==> src/rtl/vga_timing_gen.sv <==
// 640x480@60 style VGA timing generator: a divide-by-two pixel tick from CLK_50, an h/v raster
// counter, and the sync/blank outputs delayed to line up with a downstream pixel pipeline.
module vga_timing_gen #(
  parameter int H_VISIBLE = 640,
  parameter int H_FP      = 16,
  parameter int H_SYNC    = 96,
  parameter int H_BP      = 48,
  parameter int V_VISIBLE = 480,
  parameter int V_FP      = 10,
  parameter int V_SYNC    = 2,
  parameter int V_BP      = 33,
  parameter int PIPE_LAT  = 2
) (
  input  logic       CLK_50,
  input  logic       RESET,
  output logic       PIX_EN,
  output logic       VGA_CLK,
  output logic [9:0] DrawX,
  output logic [9:0] DrawY,
  output logic       VISIBLE,
  output logic       LINE_START,
  output logic       FRAME_START,
  output logic       VGA_HS,
  output logic       VGA_VS,
  output logic       VGA_BLANK_N,
  output logic       VGA_SYNC_N
);

  localparam logic [9:0] H_TOTAL    = 10'(H_VISIBLE + H_FP + H_SYNC + H_BP);
  localparam logic [9:0] V_TOTAL    = 10'(V_VISIBLE + V_FP + V_SYNC + V_BP);
  localparam logic [9:0] H_VIS      = 10'(H_VISIBLE);
  localparam logic [9:0] V_VIS      = 10'(V_VISIBLE);
  localparam logic [9:0] HS_START   = 10'(H_VISIBLE + H_FP);
  localparam logic [9:0] HS_END     = 10'(H_VISIBLE + H_FP + H_SYNC);
  localparam logic [9:0] VS_START   = 10'(V_VISIBLE + V_FP);
  localparam logic [9:0] VS_END     = 10'(V_VISIBLE + V_FP + V_SYNC);

  logic       phase_q, phase_d;
  logic [9:0] h_q, h_d;
  logic [9:0] v_q, v_d;
  logic       hs_raw, vs_raw, vis_raw;

  always_comb begin
    phase_d = ~phase_q;
    h_d     = h_q;
    v_d     = v_q;
    if (phase_q) begin
      if (h_q == H_TOTAL - 10'd1) begin
        h_d = '0;
        v_d = (v_q == V_TOTAL - 10'd1) ? 10'd0 : v_q + 10'd1;
      end else begin
        h_d = h_q + 10'd1;
      end
    end
  end

  always_ff @(posedge CLK_50) begin
    if (!RESET) begin
      phase_q <= 1'b0;
      h_q     <= '0;
      v_q     <= '0;
    end else begin
      phase_q <= phase_d;
      h_q     <= h_d;
      v_q     <= v_d;
    end
  end

  assign hs_raw  = !((h_q >= HS_START) && (h_q < HS_END));
  assign vs_raw  = !((v_q >= VS_START) && (v_q < VS_END));
  assign vis_raw = (h_q < H_VIS) && (v_q < V_VIS);

  assign PIX_EN      = phase_q;
  assign VGA_CLK     = phase_q;
  assign DrawX       = h_q;
  assign DrawY       = v_q;
  // Raster position (0,0) is visible, so the flag is masked while reset is held.
  assign VISIBLE     = RESET && vis_raw;
  assign LINE_START  = phase_q && (h_q == 10'd0);
  assign FRAME_START = phase_q && (h_q == 10'd0) && (v_q == 10'd0);
  assign VGA_SYNC_N  = 1'b0;

  generate
    if (PIPE_LAT == 0) begin : g_nopipe
      assign VGA_HS      = hs_raw;
      assign VGA_VS      = vs_raw;
      assign VGA_BLANK_N = VISIBLE;
    end else begin : g_pipe
      // Each stage holds {hsync, vsync, visible} and moves one slot per pixel tick.
      logic [2:0] pipe_q [PIPE_LAT];

      always_ff @(posedge CLK_50) begin
        if (!RESET) begin
          for (int i = 0; i < PIPE_LAT; i++) pipe_q[i] <= 3'b110;
        end else if (phase_q) begin
          pipe_q[0] <= {hs_raw, vs_raw, vis_raw};
          for (int i = 1; i < PIPE_LAT; i++) pipe_q[i] <= pipe_q[i-1];
        end
      end

      assign {VGA_HS, VGA_VS, VGA_BLANK_N} = pipe_q[PIPE_LAT-1];
    end
  endgenerate

endmodule

==> config.mk <==
export PLATFORM = sky130hd
export DESIGN_NAME = vga_timing_gen
export DESIGN_NICKNAME = d
export VERILOG_FILES = /design/src/rtl/vga_timing_gen.sv
export SDC_FILE = /design/constraint.sdc
export NUM_CORES = 1
export LEC_CHECK = 0
export CORE_AREA = 5 5 70 72
export DETAILED_ROUTE_END_ITERATION = 8
export DIE_AREA = 0 0 75 77
export DONT_BUFFER_PORTS = 1
export SETUP_SLACK_MARGIN = 0.2
export SLEW_MARGIN = 20
export SYNTH_ARGS = -nofsm -noshare
export SYNTH_HDL_FRONTEND = slang
export SYNTH_SLANG_ARGS = --single-unit
==> constraint.sdc <==
create_clock -name CLK_50 -period 2.5 [get_ports CLK_50]
set_clock_uncertainty 0.1 [all_clocks]
set_input_delay 0.5 -clock CLK_50 [delete_from_list [all_inputs] [get_ports CLK_50]]
set_output_delay 0.5 -clock CLK_50 [all_outputs]
set_load 0.05 [all_outputs]
==> results of run 1 <==
-- through the flow --
stage / instance area [µm²] / hold slack, ns
2_1_floorplan: 1430 / 0.382
3_3_place_gp: 1610 / 0.387
3_5_place_dp: 1610 / 0.400
4_1_cts: 1680 / 0.242
5_1_grt: 1720 / 0.241
6_report: 1720 / 0.251
-- worst register-to-register path, delay by kind of cell, from the launching register on --
family / cells / cell delay [ns]
flip-flops: 1 / 0.35
AND/OR/NAND/NOR: 3 / 1.38
buffers and inverters: 2 / 0.27
AO/OA/AOI/OAI: 1 / 0.12
-- flip-flops by register name, summed over array words and instances (netlist names) --
| register | count |
|---|---|
| g_pipe.pipe_q | 6 |
| DrawY | 10 |
| DrawX | 10 |
| PIX_EN | 1 |
-- repair_timing --
item                                    4_1_cts  5_1_grt
pin swaps                                     2        3
endpoints found under the setup margin        2        8
gates resized for setup                       2        7
buffers inserted                              2        1
hold buffers                                  0        0
-- kinds of logic (layout without fill, tap and decap cells) --
| kind of cell | count (synthesis) | in the layout | synth area share (%) |
|---|---|---|---|
| xor+xnor | 13 | 13 | 8.08 |
| mux | 1 | 1 | 0.711 |
| simple gates | 78 | 78 | 32.0 |
| other cells | 1 | 1 | 0.266 |
| buf+inv | 15 | 36 | 5.68 |
| fa+ha+maj | 5 | 5 | 4.44 |
| flops | 27 | 27 | 42.6 |
| compound gates | 13 | 13 | 6.22 |
-- cell type report --
cell class	count	area share, %
clock buffer	3	2.40
clock inverter	1	0.291
inverter	7	1.53
multi-input combinational	111	44.9
sequential	27	35.6
tap	52	3.78
timing repair buffer	25	11.6
-- layer usage --
| metal | vias to the layer above | share of wire (%) | wire, µm | track usage, % |
|---|---|---|---|---|
| li1 | 583 | - | - | - |
| met3 | 4 | 11 | 404 | 4.97 |
| met1 | 584 | 40 | 1450 | 16.9 |
| met4 | 0 | 0.83 | 30 | 3.38 |
| met5 | - | 0 | 0 | 0 |
| met2 | 46 | 48 | 1710 | 20.9 |
-- power breakdown --
group	leakage (nW)	internal [mW]	switching, mW
Sequential	0.223	0.451	0.00646
Clock	0.0255	0.112	0.141
Combinational	0.359	0.0270	0.0594
-- worst max-delay path by stage --
stage | from | end | slack, ns | cells past startpoint
finish | DrawX[5] | FRAME_START | 0.07 | 3
CTS | DrawX[5] | FRAME_START | 0.06 | 3
floorplan | DrawX[5] | FRAME_START | -0.05 | 5
global placement | DrawX[7] | DrawY[6] | 0.32 | 4
global route | DrawX[5] | FRAME_START | 0.04 | 3
detailed placement | DrawX[7] | DrawY[6] | 0.26 | 4
-- layout by cell type, fill, tap and decap left out, drive strengths merged, types with 5 or more instances in the layout --
master,netlist,final
buf,5,25
dfxtp,21,21
edfxtp,6,6
ha,5,5
inv,7,7
nand2,10,10
nand3,11,11
nand4,6,6
nor2,16,16
nor3,5,5
nor4,7,7
xnor2,9,9
==> metrics.log, run 1 <==
INFO  metric via_count = 1,217
INFO  metric mappedNetlistArea = 0.00141 mm²
INFO  metric run_status = finished, final reports clean
INFO  metric hp-class = in2reg
INFO  metric cp_max_fo = 2
INFO  metric cp_cell_sequence = or4b_4 > and4bb_4 > and4_4
INFO  metric gate_count_of_the_mapped_netlist = 153
INFO  metric postSynth.topFlopCell = sky130_fd_sc_hd__dfxtp_1
INFO  metric floorplan.die.width = 75 µm
INFO  metric total_cts_buffers = 3
INFO  metric power_leakage = 0.608 nW
INFO  metric full_die_area = 0.00578 mm²
INFO  metric setup_tns = 0 ns
INFO  metric first_pass_grt_wire_length = 6010 µm
INFO  metric largest_net_degree_at_the_start_of_global_routing = 16
INFO  metric clock_latency = 0.28 ns
INFO  metric core-area = 0.00423 mm²
INFO  metric max-clock-path-buffers = 2
INFO  metric top_post_synthesis_cells_by_area = sky130_fd_sc_hd__dfxtp_1 (30%), sky130_fd_sc_hd__edfxtp_1 (13%), sky130_fd_sc_hd__xnor2_1 (5.6%)
INFO  metric tightestPinTransition = 0.703 ns
INFO  metric synth_largest_area_cell = sky130_fd_sc_hd__dfxtp_1
INFO  metric layout_min_cycle_time = 2.43 ns
INFO  metric routedWlPerCell = 15.9 µm
INFO  metric regToRegEndpoint = DrawY[6]
INFO  metric total_power = 0.797 mW
INFO  metric layout.cells.non_filler = 226
INFO  metric synth_top_area_share = 29.8%
INFO  metric max-vdd-ir-drop = 0.256 mV
INFO  metric design.final.nets = 182
INFO  metric antenna-diode-count = 0
INFO  metric dp_hpwl = 2740 µm
INFO  metric boundary_pin_count = 31
INFO  metric cp_top_family = simple AND/OR/NAND/NOR gates
INFO  metric drtIter0Drc = 61
INFO  metric min_to = DrawX[1]
INFO  metric critical_path_arrival = 1.83 ns
INFO  metric async_reset_ff_share = 0%
INFO  metric vias_per_std_cell = 5.38
INFO  metric synth.most_common_cell = sky130_fd_sc_hd__dfxtp_1
INFO  metric number_of_antenna_violations_at_the_first_check_in_global_routing = 0
INFO  metric routabilityCongestion = 0.835
INFO  metric power_density = 463 mW/mm²
INFO  metric fmaxAchievable = 412 MHz
INFO  metric grt.total_usage = 13.3%
INFO  metric drt_first_pass_iters = 4
INFO  metric smallest_setup_slack_after_layout = 0.0710 ns
INFO  metric layout.area.seq = 612 µm²
INFO  metric clock_sink_count = 27
INFO  metric synth_sequential_area_ratio = 42.6%
INFO  metric post_route_ant_nets = 0
INFO  metric min-delay-start = RESET
INFO  metric syn2layout_area_growth = 22.1%
INFO  metric timing_hold_violations_final = 0
INFO  metric critPathRequiredTime = 1.90 ns
INFO  metric max_slew_vio_count = 0
INFO  metric drive_gt1_share = 31.0%
INFO  metric reg2reg_setup_slack = 0.20 ns
INFO  metric yosys.cell_types.count = 44
INFO  metric postSynthRegisterBits = 27
INFO  metric syn_area_per_cell = 9.21 µm²
INFO  metric first_global_vias = 1,215
INFO  metric wl = 3600 µm
INFO  metric critical_path.endpoint_type = primary output
INFO  metric count_of_cells_along_the_worst_register_to_register_path = 6
INFO  metric clock_tree.htree_level_count = 1
INFO  metric die_extent_in_y = 77 µm
INFO  metric worstHoldPathCells = 1
INFO  metric finish.utilization = 40.6%
INFO  metric fin_crit_sh = 97.2%
INFO  metric multi_input_comb_area = 772 µm²
INFO  metric placement_rows = 24
INFO  metric worstPathBufferInverterCount = 0
INFO  metric slew_headroom = 52.7%
INFO  metric floorplan.initialDensity = 33.3%
INFO  metric dp.cells = 219
INFO  metric report.final.setup_viol = 0
INFO  metric drt_drc = 0
INFO  metric setup.worst_path.class = reg2out
INFO  metric cts_root_buffer = sky130_fd_sc_hd__clkbuf_8
INFO  metric globalRouteOverflowTotal = 0
INFO  metric worstSetupStartpointType = flip-flop
INFO  metric fillerInstances = 436
INFO  metric slowest_delay = 0.54 ns
INFO  metric cts_tree = built
INFO  metric crit_slowest_cell = sky130_fd_sc_hd__or4b_4
INFO  metric clk_transition_reported_paths = 0.09 ns
INFO  metric number_of_enable_type_register_cells_in_the_synthesized_netlist = 6
INFO  metric ys_warn_count = 0
INFO  metric synth_commonest_cells = sky130_fd_sc_hd__dfxtp_1 (21), sky130_fd_sc_hd__nor2_1 (16), sky130_fd_sc_hd__nand3_1 (11)
INFO  metric synth.net_count = 160
INFO  metric regToRegStartpoint = DrawX[5]
INFO  metric setup_repair_after_global_routing_missed_its_margin = true
INFO  metric dp_worst_setup_slack = 0.264 ns
INFO  metric numPortBuffers = 0
INFO  metric maxCapViolations = 0
Note: power is estimated with default switching activity, not from simulation.
==> run 2, diff against run 1 <==
CORE_AREA = 5 5 88 58   (was 5 5 70 72)
DIE_AREA = 0 0 93 63   (was 0 0 75 77)
==> metrics.log, run 2 (synthesis results as in run 1) <==
INFO  metric pwr-share-clk = 31.6%
INFO  metric grt.met1_usage = 16.1%
INFO  metric power_leakage = 0.610 nW
INFO  metric floorplan.initialDensity = 32.9%
INFO  metric design.final.nets = 184
INFO  metric power_density = 461 mW/mm²
INFO  metric worstPathBufferInverterCount = 0
INFO  metric max_slew_vio_count = 0
INFO  metric most_common_cell_after_layout_fill_and_taps_aside = sky130_fd_sc_hd__buf_4
INFO  metric comb_power_share = 10.0%
INFO  metric setup_repair_after_global_routing_missed_its_margin = true
INFO  metric slowest_delay = 0.53 ns
INFO  metric placement_rows = 19
INFO  metric globalRoute.busiestLayer = met2
INFO  metric boundary_pin_count = 31
INFO  metric setup.worst_path.class = reg2out
INFO  metric syn2layout_area_growth = 20.7%
INFO  metric multi_input_comb_area = 749 µm²
INFO  metric critPathRequiredTime = 1.90 ns
INFO  metric die_extent_in_y = 63 µm
INFO  metric critical_path_arrival = 1.81 ns
INFO  metric layout_min_cycle_time = 2.41 ns
INFO  metric drt_first_pass_iters = 4
INFO  metric cp_top_family = simple AND/OR/NAND/NOR gates
INFO  metric first_pass_grt_wire_length = 5880 µm
INFO  metric wl = 3610 µm
INFO  metric crit_slowest_cell = sky130_fd_sc_hd__or4b_4
INFO  metric internal_dissipation = 0.585 mW
INFO  metric fillerInstances = 420
INFO  metric antenna-diode-count = 0
INFO  metric total_cts_buffers = 3
INFO  metric swShare = 25.3%
INFO  metric largest_net_degree_at_the_start_of_global_routing = 15
INFO  metric vias_per_std_cell = 5.21
INFO  metric floorplan.die.width = 93 µm
INFO  metric routedWlPerCell = 15.8 µm
INFO  metric run_status = finished, final reports clean
INFO  metric seq_power_share = 58.4%
INFO  metric netSwitchingPower = 0.198 mW
INFO  metric reg2reg_setup_slack = 0.22 ns
INFO  metric cts_root_buffer = sky130_fd_sc_hd__clkbuf_8
INFO  metric finish.utilization = 39.7%
INFO  metric globalRouteOverflowTotal = 0
INFO  metric clock_tree.htree_level_count = 1
INFO  metric routabilityCongestion = 0.899
INFO  metric fmaxAchievable = 414 MHz
INFO  metric timing_hold_violations_final = 0
INFO  metric tightestPinTransition = 0.538 ns
INFO  metric dp_worst_setup_slack = 0.274 ns
INFO  metric setup_tns = 0 ns
INFO  metric numPortBuffers = 0
INFO  metric fin_crit_sh = 96.5%
INFO  metric worstSetupStartpointType = flip-flop
INFO  metric drtIter0Drc = 55
INFO  metric core-area = 0.00428 mm²
INFO  metric first_global_vias = 1,184
INFO  metric smallest_setup_slack_after_layout = 0.0868 ns
INFO  metric drive_gt1_share = 30.1%
INFO  metric clock_sink_count = 27
INFO  metric report.final.setup_viol = 0
INFO  metric grt_util_met3 = 3.97%
INFO  metric gr-usage-met2 = 19.6%
INFO  metric cp_cell_sequence = or4b_4 > and4bb_4 > and4_4
INFO  metric dp_hpwl = 2760 µm
INFO  metric layout.area.seq = 612 µm²
INFO  metric clock_latency = 0.27 ns
INFO  metric cts_tree = built
INFO  metric slew_headroom = 64.1%
INFO  metric max-vdd-ir-drop = 0.212 mV
INFO  metric worst_hold_slack = 0.256 ns
INFO  metric post_route_ant_nets = 0
INFO  metric critical_path.endpoint_type = primary output
INFO  metric clk_transition_reported_paths = 0.09 ns
INFO  metric via_count = 1,189
INFO  metric total_power = 0.783 mW
INFO  metric layout_common_cells = sky130_fd_sc_hd__buf_4 (27), sky130_fd_sc_hd__nor2_1 (16), sky130_fd_sc_hd__dfxtp_1 (14), sky130_fd_sc_hd__nand3_1 (11), sky130_fd_sc_hd__nand2_1 (10)
INFO  metric maxCapViolations = 0
INFO  metric drt_drc = 0
INFO  metric hp-class = in2reg
INFO  metric max-clock-path-buffers = 2
INFO  metric grt.total_usage = 12.5%
INFO  metric number_of_antenna_violations_at_the_first_check_in_global_routing = 0
INFO  metric full_die_area = 0.00586 mm²
INFO  metric cp_max_fo = 2
[run 2: cell types whose count changed in the layout (fill, tap and decap cells not counted), sizes merged]
cell    change
clkbuf      +1
buf         +2
clkinv      -1
[run 2: what timing repair did]
item | in CTS | in global routing
buffers inserted | 2 | 0
hold buffers | 0 | 0
pin swaps | 2 | 1
endpoints found under the setup margin | 2 | 9
gates cloned | 0 | 0
gates resized for setup | 0 | 2
[run 2: final cells by class]
class	instances	area share [%]
Multi-Input combinational cell	111	44.1
Sequential cell	27	36.0
Timing Repair Buffer	27	11.9
Tap cell	52	3.83
Clock buffer	4	2.65
Inverter	7	1.55
[run 2: power groups by stage]
stage          Sequential (mW)  Clock, mW  Combinational [mW]
4_1_cts                  0.458      0.253              0.0785
2_1_floorplan            0.480          0              0.0538
3_5_place_dp             0.468          0              0.0768
3_3_place_gp             0.467          0              0.0757
5_1_grt                  0.458      0.269              0.0837
6_report                 0.457      0.248              0.0781
[run 2: worst register-to-register path: stages, from the launching register on]
cell and delay [ns]:
sky130_fd_sc_hd__dfxtp_4 0.35, sky130_fd_sc_hd__or4b_4 0.53, sky130_fd_sc_hd__buf_4 0.18, sky130_fd_sc_hd__or3_4 0.41, sky130_fd_sc_hd__or4_4 0.52, sky130_fd_sc_hd__a21oi_2 0.14
[run 2: per-layer routing]
metal / share of wire [%] / wire length [µm] / vias to the layer above
met5: 0 / 0 / -
met4: 1.3 / 46 / 0
met3: 5.5 / 197 / 4
met2: 46 / 1680 / 26
met1: 47 / 1690 / 572
li1: - / - / 587
[run 2: path summary, 6_finish.rpt]
check / depth (start not counted) / end / startpoint
hold reg to reg: 1 / g_pipe.pipe_q[0][4] / g_pipe.pipe_q[0][1]
hold / removal: 1 / DrawX[1] / RESET
setup reg to reg: 5 / DrawY[6] / DrawX[5]
setup / recovery: 3 / FRAME_START / DrawX[5]
[run 2: through the flow]
stage	instances	cell area, µm²
final	228	1700
after floorplan	153	1430
after global routing	228	1700
after global placement	222	1630
after detailed placement	222	1630
after CTS	228	1690
